`config.mk`:
```
export PLATFORM = sky130hd
export DESIGN_NAME = mips_multi
export DESIGN_NICKNAME = d
export VERILOG_FILES = /design/src/rtl/mips_multi.sv
export SDC_FILE = /design/constraint.sdc
export NUM_CORES = 1
export LEC_CHECK = 0
export CAP_MARGIN = 20
export CORE_ASPECT_RATIO = 1.5
export CORE_MARGIN = 4
export CORE_UTILIZATION = 41
export CTS_BUF_LIST = sky130_fd_sc_hd__clkbuf_4 sky130_fd_sc_hd__clkbuf_8
export CTS_CLUSTER_SIZE = 16
export DETAILED_ROUTE_END_ITERATION = 10
export PLACE_DENSITY_LB_ADDON = 0.2
export SETUP_SLACK_MARGIN = 0.15
export SLEW_MARGIN = 30
export SYNTH_ARGS = -nofsm -noshare
export SYNTH_HDL_FRONTEND = slang
export SYNTH_SLANG_ARGS = --single-unit
```
`constraint.sdc`:
```
create_clock -name clk -period 14.9 [get_ports clk]
set_input_delay 2.98 -clock clk [delete_from_list [all_inputs] [get_ports clk]]
set_output_delay 2.98 -clock clk [all_outputs]
set_load 0.01 [all_outputs]
```
`src/rtl/mips_multi.sv`:
```
// Multi-cycle MIPS core: one shared ALU sequenced by a registered control FSM.
// Define MIPS_MULTI_PERF_EN to build the cycle and retired-instruction counters.
module mips_multi #(
    parameter logic [31:0]              RESET_PC   = 32'h0000_0000,
    parameter int                       IMEM_WORDS = 64,
    parameter int                       DMEM_WORDS = 64,
    parameter logic [IMEM_WORDS*32-1:0] IMEM_INIT  = '0
) (
    input  logic        clk,
    input  logic        reset,
    output logic [31:0] pc,
    output logic [3:0]  state,
    output logic        retire,
    output logic [31:0] cycle_count,
    output logic [31:0] instr_count
);
    localparam int IA = $clog2(IMEM_WORDS);
    localparam int DA = $clog2(DMEM_WORDS);

    typedef enum logic [3:0] {
        FETCH  = 4'd0,
        DECODE = 4'd1,
        MEMADR = 4'd2,
        MEMRD  = 4'd3,
        MEMWB  = 4'd4,
        MEMWR  = 4'd5,
        EXEC   = 4'd6,
        RWB    = 4'd7,
        BRANCH = 4'd8,
        JUMP   = 4'd9,
        ADDIEX = 4'd10,
        ADDIWB = 4'd11
    } state_t;

    typedef enum logic [2:0] {
        ALU_ADD, ALU_SUB, ALU_AND, ALU_OR, ALU_SLT, ALU_ZERO
    } alu_op_t;

    state_t      cur, nxt;
    alu_op_t     op;
    logic [31:0] ir, mdr, a, b, alu_out;
    logic [31:0] alu_a, alu_b, alu_y;
    logic [31:0] rom  [IMEM_WORDS];
    logic [31:0] regs [32];
    logic [31:0] dmem [DMEM_WORDS];

    logic [5:0]  opcode, funct;
    logic [4:0]  rs, rt, rd;
    logic [31:0] sext;

    logic        rf_we, dm_we, pc_we;
    logic [4:0]  rf_dst;
    logic [31:0] rf_wd, pc_d;

    for (genvar i = 0; i < IMEM_WORDS; i++) begin : g_rom
        assign rom[i] = IMEM_INIT[i*32 +: 32];
    end

    assign opcode = ir[31:26];
    assign rs     = ir[25:21];
    assign rt     = ir[20:16];
    assign rd     = ir[15:11];
    assign funct  = ir[5:0];
    assign sext   = {{16{ir[15]}}, ir[15:0]};
    assign state  = cur;

    // Operand selection for the single shared ALU
    always_comb begin
        alu_a = a;
        alu_b = b;
        op    = ALU_ADD;
        unique case (cur)
            FETCH: begin
                alu_a = pc;
                alu_b = 32'd4;
            end
            DECODE: begin
                alu_a = pc;
                alu_b = {sext[29:0], 2'b00};
            end
            MEMADR, ADDIEX: alu_b = sext;
            EXEC: begin
                unique case (funct)
                    6'h20:   op = ALU_ADD;
                    6'h22:   op = ALU_SUB;
                    6'h24:   op = ALU_AND;
                    6'h25:   op = ALU_OR;
                    6'h2A:   op = ALU_SLT;
                    default: op = ALU_ZERO;
                endcase
            end
            BRANCH:  op = ALU_SUB;
            default: ;
        endcase
    end

    always_comb begin
        unique case (op)
            ALU_ADD: alu_y = alu_a + alu_b;
            ALU_SUB: alu_y = alu_a - alu_b;
            ALU_AND: alu_y = alu_a & alu_b;
            ALU_OR:  alu_y = alu_a | alu_b;
            ALU_SLT: alu_y = {31'b0, $signed(alu_a) < $signed(alu_b)};
            default: alu_y = 32'h0;
        endcase
    end

    always_comb begin
        nxt    = cur;
        retire = 1'b0;
        rf_we  = 1'b0;
        rf_dst = rt;
        rf_wd  = alu_out;
        dm_we  = 1'b0;
        pc_we  = 1'b0;
        pc_d   = alu_y;
        unique case (cur)
            FETCH: begin
                pc_we = 1'b1;
                nxt   = DECODE;
            end
            DECODE: begin
                unique case (opcode)
                    6'h23, 6'h2B: nxt = MEMADR;
                    6'h00:        nxt = EXEC;
                    6'h04, 6'h05: nxt = BRANCH;
                    6'h02:        nxt = JUMP;
                    6'h08:        nxt = ADDIEX;
                    default: begin
                        nxt    = FETCH;
                        retire = 1'b1;
                    end
                endcase
            end
            MEMADR: nxt = (opcode == 6'h23) ? MEMRD : MEMWR;
            MEMRD:  nxt = MEMWB;
            MEMWB: begin
                rf_we  = 1'b1;
                rf_wd  = mdr;
                retire = 1'b1;
                nxt    = FETCH;
            end
            MEMWR: begin
                dm_we  = 1'b1;
                retire = 1'b1;
                nxt    = FETCH;
            end
            EXEC: nxt = RWB;
            RWB: begin
                rf_we  = 1'b1;
                rf_dst = rd;
                retire = 1'b1;
                nxt    = FETCH;
            end
            BRANCH: begin
                // beq takes on zero difference, bne on nonzero
                pc_we  = (opcode == 6'h04) ? (alu_y == 32'h0)
                                           : (alu_y != 32'h0);
                pc_d   = alu_out;
                retire = 1'b1;
                nxt    = FETCH;
            end
            JUMP: begin
                pc_we  = 1'b1;
                pc_d   = {pc[31:28], ir[25:0], 2'b00};
                retire = 1'b1;
                nxt    = FETCH;
            end
            ADDIEX: nxt = ADDIWB;
            ADDIWB: begin
                rf_we  = 1'b1;
                retire = 1'b1;
                nxt    = FETCH;
            end
            default: nxt = FETCH;
        endcase
    end

    always_ff @(posedge clk) begin
        if (reset) begin
            cur     <= FETCH;
            pc      <= RESET_PC;
            ir      <= 32'h0;
            mdr     <= 32'h0;
            a       <= 32'h0;
            b       <= 32'h0;
            alu_out <= 32'h0;
        end else begin
            cur <= nxt;
            if (pc_we)
                pc <= pc_d;
            if (cur == FETCH)
                ir <= rom[pc[IA+1:2]];
            if (cur == DECODE) begin
                a <= (rs == 5'd0) ? 32'h0 : regs[rs];
                b <= (rt == 5'd0) ? 32'h0 : regs[rt];
            end
            if (cur == DECODE || cur == MEMADR ||
                cur == EXEC || cur == ADDIEX)
                alu_out <= alu_y;
            if (cur == MEMRD)
                mdr <= dmem[alu_out[DA+1:2]];
        end
    end

    // Architectural writes are dropped while reset is high
    always_ff @(posedge clk) begin
        if (!reset && rf_we && rf_dst != 5'd0)
            regs[rf_dst] <= rf_wd;
        if (!reset && dm_we)
            dmem[alu_out[DA+1:2]] <= b;
    end

`ifdef MIPS_MULTI_PERF_EN
    logic [31:0] cyc_q, ins_q;

    always_ff @(posedge clk) begin
        if (reset) begin
            cyc_q <= 32'h0;
            ins_q <= 32'h0;
        end else begin
            cyc_q <= cyc_q + 32'd1;
            if (retire)
                ins_q <= ins_q + 32'd1;
        end
    end

    assign cycle_count = cyc_q;
    assign instr_count = ins_q;
`else
    assign cycle_count = 32'h0;
    assign instr_count = 32'h0;
`endif

endmodule

```
After elaboration in Yosys (flattened, before gate mapping)
Memory sizes are Yosys's and may differ from the RTL's. A register that Yosys moved wholly into a read port is not among the register bits. Cells that the tools add are included.

Divide/modulo/power cells: 0. $add $sub $neg: 2. Mux-type cells: 23. Multipliers: 0. Bitwise logic cells: 4. Reductions and logical operators: 24. Shift-type cells: 0. Equal/unequal tests: 26. Magnitude comparators: 1.

Operator list (number): one-hot mux 32 bit (5 select lines) (1); 2-to-1 mux 32 bit (4); one-hot mux 32 bit (3 select lines) (1); one-hot mux 32 bit (2 select lines) (1); equality test 6 bit, second input constant (7); adder 32 bit (1); AND 32 bit (1); logical NOT 32 bit (1); < comparator 32 bit (1); bitwise OR 32 bit (1); nonzero test 32 bit (1); subtractor 32 bit (1); one-hot mux 4 bit (6 select lines) (1); one-hot mux 4 bit (5 select lines) (1); equality test 4 x 3 -> 1 bit, second input constant (4); equality test 4 bit, second input constant (4); one-hot mux 3 bit (5 select lines) (1); equality test 6 x 3 -> 1 bit, second input constant (2); logical NOT 5 bit (2); OR reduction 2 bit (5); equality test 4 x 2 -> 1 bit, second input constant (2); 2-to-1 mux 1 bit (8); inverter 6 -> 7 bit (1); OR reduction 7 bit (1); 21 further kinds (27).

Latch bits: 0. Register bits: 132. Word-level logic and storage cells: 89. Bits of input ports: 2. RAM bits: 3072. Memories kept: 3. Output and inout bits: 101. ROM bits: 2048.

Memory list: (name not given) (depth 64, bits a word 32, read ports 1, clocked after Yosys merged registers in 1, write ports 0, line 193) `ir <= rom[pc[IA+1:2]];`; dmem (depth 64, bits a word 32, read ports 1, clocked after Yosys merged registers in 1, write ports 1, line 45) `logic [31:0] dmem [DMEM_WORDS];`; regs (depth 32, bits a word 32, read ports 2, clocked after Yosys merged registers in 0, write ports 1, line 44) `logic [31:0] regs [32];`.

Logic depth before layout (Yosys ltp)
Gate-level depths: netlist of the first run.

Depth after elaboration: 9. Gate-level depth with buffers: 20. Mapped depth without buffers: 14.

Worst setup path before layout of the first run
OpenSTA, ideal clock, no wires.

Kind: reg-to-reg. Start: register cur[2] (netlist: state[2]). End: register pc[21]. Data arrival time: 5.031 ns. Clock period less this slack: 5.166 ns. Buffers on the path: 6. Slack: 9.734 ns. Cell stages (with the launch flop): 20. Data required time: 14.765 ns. Library setup time: 0.135 ns. Path through: dfxtp_1 -> clkbuf_1 -> nor3_1 -> clkbuf_1 -> clkbuf_1 -> buf_1 -> nand2_1 -> inv_1 -> ha_1 -> nand3_1 -> or4_1 -> buf_2 -> or4b_1 -> xor2_1 -> o21ai_1 -> or4_1 -> o31a_1 -> nand2_1 -> buf_2 -> o21ai_0.

Word-level cells in the longest chain between the ends: 8. Elaborated cells between the ends (all ways): 29. Those cells by class: add/sub: 2; order compare: 1; eq/ne: 10; mux: 7; bitwise: 2; reduce/logical: 7.

RTL lines: start, declared (line 39) `state_t cur, nxt;`; start signal, assigned (line 189) `cur <= nxt;`; equality test 4 x 2 -> 1 bit, or another cell as far along (line 72) `unique case (cur)`; OR reduction 2 bit (on tied branches); one-hot mux 32 bit (3 select lines) or 2-to-1 mux 32 bit (tied branches) (line 72); subtractor 32 bit, or another cell as far along (line 100) `ALU_SUB: alu_y = alu_a - alu_b;`; one-hot mux 32 bit (5 select lines) (line 98) `unique case (op)`; nonzero test 32 bit or logical NOT 32 bit (tied branches) (line 158, 157); 2-to-1 mux 1 bit (line 157) `pc_we = (opcode == 6'h04) ? (alu_y == 32'h0)`; one-hot mux 1 bit (2 select lines) (line 117) `unique case (cur)`; end signal, assigned (line 191) `pc <= pc_d;`; end, declared (line 11) `output logic [31:0] pc,`.

Several ways; a longest one is shown, not always the timed one. A chain may end at the register's enable or synchronous reset.

Final worst setup path of the first run
Start: register cur[3] (netlist: state[3]). End: output retire.

Word-level cells in the longest chain between the ends: 3. Elaborated cells between the ends (all ways): 9. Those cells by class: eq/ne: 7; mux: 1; reduce/logical: 1.

RTL lines: equality test 4 bit or equality test 4 x 3 -> 1 bit (tied branches) (line 117); OR reduction 6 bit (no line); one-hot mux 1 bit (2 select lines) * (line 117); end, declared (line 13) `output logic retire,`.

Mark *: on every way between the ends. The rest lies on a longest branch, timed or not.

==> qor.yml, run 1 <==
status:
  status: "complete, no violations"
power_and_ir_drop:
  p_sw_share_pct: 33.7
  ir_drop_v: 0.0000656
  p_int_uw: 359
  p_switching_uw: 182
  pwr-share-comb_pct: 25.0
  clock_power_share_pct: 36.3
  p_total_uw: 541
  pwr-share-seq_pct: 38.7
  power_density_nw_per_um2: 102
  cellLeakagePower_uw: 0.00194
clocking:
  numCtsBuffers: 9
  hold_buffers: 0
  clk_pin_slew_worst_paths_ns: 0.07
  post_cts_resize_count: 0
  cts_num_sinks: 68
  clockRootBuffer: "clkbuf_8"
  cts_tree: "built"
  htreeDepth: 3
  cts_setup_buffers: 0
  clock_latency_ns: 0.37
  cts_buffer_depth: 2
logic_synthesis:
  yosysWarningCount: 0
  synth_top_family_by_area: "simple AND/OR/NAND/NOR gates"
  muxShareOfSynthArea_pct: 2.11
  synthFlopType: "dfxtp_1"
  async_flop_share_pct: 0
  synthAdderAreaFrac_pct: 1.04
  postSynthAreaPerCell_sq_um: 7.29
  synth-edff-count: 0
  synth_cells: 659
  synth_seq_cells: 68
  synth.yosys.seq_area_share_pct: 28.3
  synth_compound_area_share_pct: 22.6
  ys_types: 66
  synth_simple_gate_area_share_pct: 27.8
  syn_area_sq_um: 4800
  synth-xor-area-share_pct: 2.53
sta:
  final_max_slew_viol_count: 0
  period_needed_ns: 5.41
  setup_viol: 0
  slew_headroom_pct: 51.8
  rsz0062_at_grt: "false"
  worstMarginPinSlew_ns: 0.723
  fin_tns_setup_ns: 0
  max_freq_mhz: 185
  fin_crit_sh_pct: 36.3
  clock_skew_ns: 0.00701
  finalHoldViolations: 0
placement:
  gp_congestion: 0.978
  placed_area_sq_um: 5030
  portBuffers: 38
  dp_hpwl_microns: 10900
  placed_cells: 810
drt:
  first_iter_violations: 464
  vias: 4899
  wirelength_microns: 15800
  via_per_inst: 5.93
  detail_route.wl_per_cell_microns: 19.1
  first_pass_iters: 5
  ant_nets: 0
  drcViolationCount: 0
cells_and_area:
  stdcell_count: 826
  layout.nets: 677
  final_common_cell: "nor2_1"
  fin_util_pct: 46.0
  areaGrowthSynthToFinish_pct: 9.90
  final_cell_mix: "80 x nor2_1, 71 x a21oi_1, 68 x dfxtp_1, 64 x conb_1, 61 x nand2_1"
  antennaDiodeCount: 0
  drive_gt1_share_pct: 6.95
  design_area_sq_um: 5280
  fillers: 1173
setup_path:
  worst-path-max-fanout: 19
  arrival_ns: 2.43
  cp-end-kind: "output port"
  critPathRequiredTime_ns: 11.92
  crit_type: "reg2out"
  cp-start-kind: "flop"
hold_path:
  min_path_type: "reg2reg"
global_routing:
  grt_overflow: 0
  grt_usage_pct: 23.8
  antenna_found_initial: 0
  grt_max_degree: 57
  grt_pass1_vias: 4764
  grt_pass1_wl_microns: 24900
die:
  coreArea_sq_um: 11500
  die_h_microns: 141
  start_util_pct: 41.9
  io_pins: 103
  row_count: 48
  dieArea_sq_um: 13500
  die_w_microns: 96.4
job:
  cap_violations: 0
Yosys cell counts (6+ instances only):
library cell | n | share of area (%)
a211oi_1 | 10 | 1.6
mux2i_1 | 9 | 1.9
or3_1 | 6 | 0.78
or4_1 | 8 | 1.3
clkbuf_1 | 33 | 2.6
inv_1 | 15 | 1.2
nor4_1 | 10 | 1.3
a21oi_1 | 71 | 7.4
and3_1 | 6 | 0.78
o311ai_0 | 11 | 2.0
nand2_1 | 61 | 4.8
nand3_1 | 23 | 2.4
xnor2_1 | 7 | 1.3
buf_4 | 64 | 10
o211ai_1 | 6 | 0.94
o21ai_0 | 24 | 2.5
buf_2 | 10 | 1.0
nand4_1 | 10 | 1.3
nor3_1 | 26 | 2.7
a22oi_1 | 8 | 1.3
dfxtp_1 | 68 | 28
nor2_1 | 80 | 6.3
power groups by stage:
stage	Combinational, uW	Sequential, uW	Clock, uW
2_1_floorplan	107	209	0
3_3_place_gp	132	213	0
3_5_place_dp	133	213	0
4_1_cts	134	209	199
5_1_grt	148	211	207
6_report	135	209	196
state kept, by name, summed over array words and instances, names as in the netlist:
signal   cells
state        4
alu_out     32
pc          32
cell families (layout without fill, tap and decap cells):
logic type                 Yosys count  in the layout
other                                1             64
DFF                                 68             68
and+or+nand+nor                    266            266
buffers and inverters              127             81
xor gates and xnor gates            13             13
muxes                               10             10
adders and majority gates            4              4
AOI/OAI and AO/OA                  170            170
worst max-delay path, stage by stage, from the launching register on:
cell and delay [ns]:
dfxtp_1 0.73, buf_4 0.35, nand2b_1 0.19, a21oi_1 0.22, clkdlybuf4s50_1 0.57
final timing paths:
kind | start | to | slack [ns] | cells past startpoint
max reg2reg | state[3] | pc[13] | 9.63 | 14
min reg2reg | alu_out[5] | alu_out[5] | 0.45 | 2
max | state[3] | retire | 9.49 | 4
min | alu_out[5] | alu_out[5] | 0.45 | 2
layout make-up:
cell class / instances / area, sq um / share of cell area [%]
multi-input combinational: 527 / 2960 / 56.0
sequential: 68 / 1360 / 25.8
timing repair buffer: 50 / 465 / 8.82
tap: 150 / 188 / 3.55
clock buffer: 12 / 159 / 3.01
clock inverter: 4 / 95.1 / 1.80
inverter: 15 / 56.3 / 1.07
per-layer routing:
metal / part of all wire [%] / wire length (microns) / global-route usage, %
met5: 0 / 0 / 0
met1: 38 / 6030 / 27.5
met4: 4.9 / 767 / 13.3
met3: 6.9 / 1090 / 4.11
met2: 50 / 7890 / 40.4
per-stage QoR:
step	worst slack (ns)	hold WS [ns]
CTS	9.54	0.457
finish	9.49	0.454
detailed placement	9.75	0.445
global route	9.34	0.474
floorplan	9.73	0.432
global placement	9.91	0.441
Note: power is estimated with default switching activity, not from simulation.
==> run 2, diff against run 1 <==
clock period = 4.5 ns   (was 14.9 ns; I/O delays follow)
==> run 2 against run 1 <==
- utilization up 1.1 points
- hold slack better by 0.0028 ns
- register-to-register slack worse by 9.3 ns
- critical path depth up 9
- final cell count up 1.5%
==> qor.yml, run 2 (synthesis gave the netlist of run 1 again) <==
status:
  status: "complete, no violations"
sta:
  layout_setup_ws_ns: 0.319  # -9.17 ns
  fin_crit_sh_pct: 92.9
  fin_tns_setup_ns: 0  # unchanged
  slew_headroom_pct: 52.0  # +0.26 points
  period_needed_ns: 4.18
  setup_viol: 0  # unchanged
  rsz0062_at_grt: "false"
  finalHoldViolations: 0  # unchanged
  worstMarginPinSlew_ns: 0.719  # -0.00475 ns
  final_max_slew_viol_count: 0  # unchanged
  clock_skew_ns: 0.00987  # +0.00286 ns
  max_freq_mhz: 239
drt:
  ant_nets: 0  # unchanged
  wirelength_microns: 17100  # +8.7%
  detail_route.wl_per_cell_microns: 20.5  # +7.2%
  first_pass_iters: 5  # unchanged
  drcViolationCount: 0  # unchanged
  via_per_inst: 5.93  # about the same
  first_iter_violations: 342  # -26%
  vias: 4972  # +1.5%
placement:
  placed_cells: 821  # +1.4%
  gp_congestion: 0.909  # -7.0%
  place_ws_ns: 0.306  # -9.45 ns
  portBuffers: 38  # unchanged
  dp_hpwl_microns: 11500  # +4.7%
setup_path:
  cp-start-kind: "flop"
  r2r_start: "state[1]"
  critPathSlowestCell: "or4_4"
  cp_slowest_stage_delay_ns: 0.65  # -0.08 ns
  cp-end-kind: "flop"
  crit_top_cell: "or4_4"
  critical_path.cell_chain: "or3_4 > nor2_4 > ha_4 > nand3_4 > or4_4 > or4b_1 > xor2_1 > o21ai_1 > or4_4 > o31a_1 > buf_4 > a21oi_1 > a311oi_2"
  crit_type: "reg2reg"
  worst-path-max-fanout: 22  # +3
  critPathLaunch: "state[1]"
  crit_family: "simple AND/OR/NAND/NOR gates"
  critPathRequiredTime_ns: 4.73  # -7.19 ns
  arrival_ns: 4.41  # +1.98 ns
  cp.buffers_inverters: 1  # -1
clocking:
  cts_buffer_depth: 2  # unchanged
  htreeDepth: 3  # unchanged
  clockRootBuffer: "clkbuf_8"
  clock_latency_ns: 0.38  # about the same
  numCtsBuffers: 9  # unchanged
  cts_num_sinks: 68  # unchanged
  cts_tree: "built"
  clk_pin_slew_worst_paths_ns: 0.09  # +0.02 ns
hold_path:
  min_path_type: "reg2reg"
  hold_start: "alu_out[29]"
die:
  io_pins: 103  # unchanged
  die_w_microns: 96.4  # unchanged
  row_count: 48  # unchanged
  coreArea_sq_um: 11500  # unchanged
  dieArea_sq_um: 13500  # unchanged
  start_util_pct: 41.9  # unchanged
  die_h_microns: 141  # unchanged
global_routing:
  met2_usage_pct: 42.7  # +2.3 points
  antenna_found_initial: 0  # unchanged
  grt_usage_pct: 25.6  # +1.8 points
  busiest_layer: "met2"
  gr-usage-met1_pct: 30.2  # +2.7 points
  grt_pass1_vias: 4767  # +0.063%
  met3_usage_pct: 3.26  # -0.85 points
  grt_pass1_wl_microns: 26300  # +5.9%
  grt_max_degree: 56  # -1.8%
  grt_overflow: 0  # unchanged
power_and_ir_drop:
  p_total_uw: 1750  # +220%
  power_density_nw_per_um2: 324  # +220%
  cellLeakagePower_uw: 0.00199  # +2.6%
  ir_drop_v: 0.000207  # +220%
cells_and_area:
  stdcell_count: 838  # +1.5%
  antennaDiodeCount: 0  # unchanged
  final_common_cell: "nor2_1"
  final_cell_mix: "78 x nor2_1, 71 x a21oi_1, 67 x dfxtp_1, 64 x conb_1, 61 x nand2_1"
  fillers: 1170  # -0.26%
  areaGrowthSynthToFinish_pct: 12.4
  drive_gt1_share_pct: 10.2  # +3.2 points
  multi_input_area_sq_um: 3030  # +2.7%
  layout.nets: 689  # +1.8%
  register_area_sq_um: 1370  # +0.28%
job:
  cap_violations: 0  # unchanged
==> run 2: worst paths after layout <==
check	to	slack (ns)	cells past startpoint
worst max-delay path	pc[16]	0.32	13
worst min-delay path	alu_out[29]	0.46	2
worst max register to register	pc[16]	0.32	13
worst min register to register	alu_out[29]	0.46	2
==> run 2: area by class of cell <==
cell class	count	area share [%]
inverter	15	1.04
sequential	68	25.3
clock inverter	7	1.48
multi-input combinational	527	56.2
clock buffer	9	2.29
tap	150	3.47
timing repair buffer	62	10.3
==> run 2: worst min-delay path, delay by kind of cell, from the launching register on <==
kind / cells / cell delay [ns]
compound gates: 1 / 0.05
flops: 1 / 0.32
simple gates: 1 / 0.05
==> run 2: repair_timing <==
item | 4_1_cts | 5_1_grt
hold buffers | 0 | 0
buffers inserted | 0 | 1
setup endpoints to repair | 0 | 19
resized for setup | 0 | 4
==> run 2: per-stage QoR <==
stage                     hold slack, ns  instance area (sq um)  utilization, %
after floorplan                    0.432                   5160               -
after global placement             0.440                   5170            45.1
after detailed placement           0.444                   5170            45.1
after CTS                          0.458                   5380            46.9
after global routing               0.478                   5400            47.1
final                              0.457                   5400            47.1
==> run 2: layer usage <==
metal	part of all wire, %	vias up
met3	7.6	57
met5	0	-
met1	38	2335
li1	-	2287
met4	4.5	0
met2	50	293
==> run 2: where the power goes <==
group | switching, uW | internal [uW] | leakage, uW | total [uW]
Clock | 292 | 264 | 0.0000973 | 556
Combinational | 336 | 170 | 0.00134 | 505
Sequential | 50.1 | 639 | 0.000553 | 689
==> run 3, diff against run 2 <==
CTS_CLUSTER_SIZE = 12   (was 16)
==> results of run 3 <==
No change in the layout: final DEF, timing and power equal those of run 2.
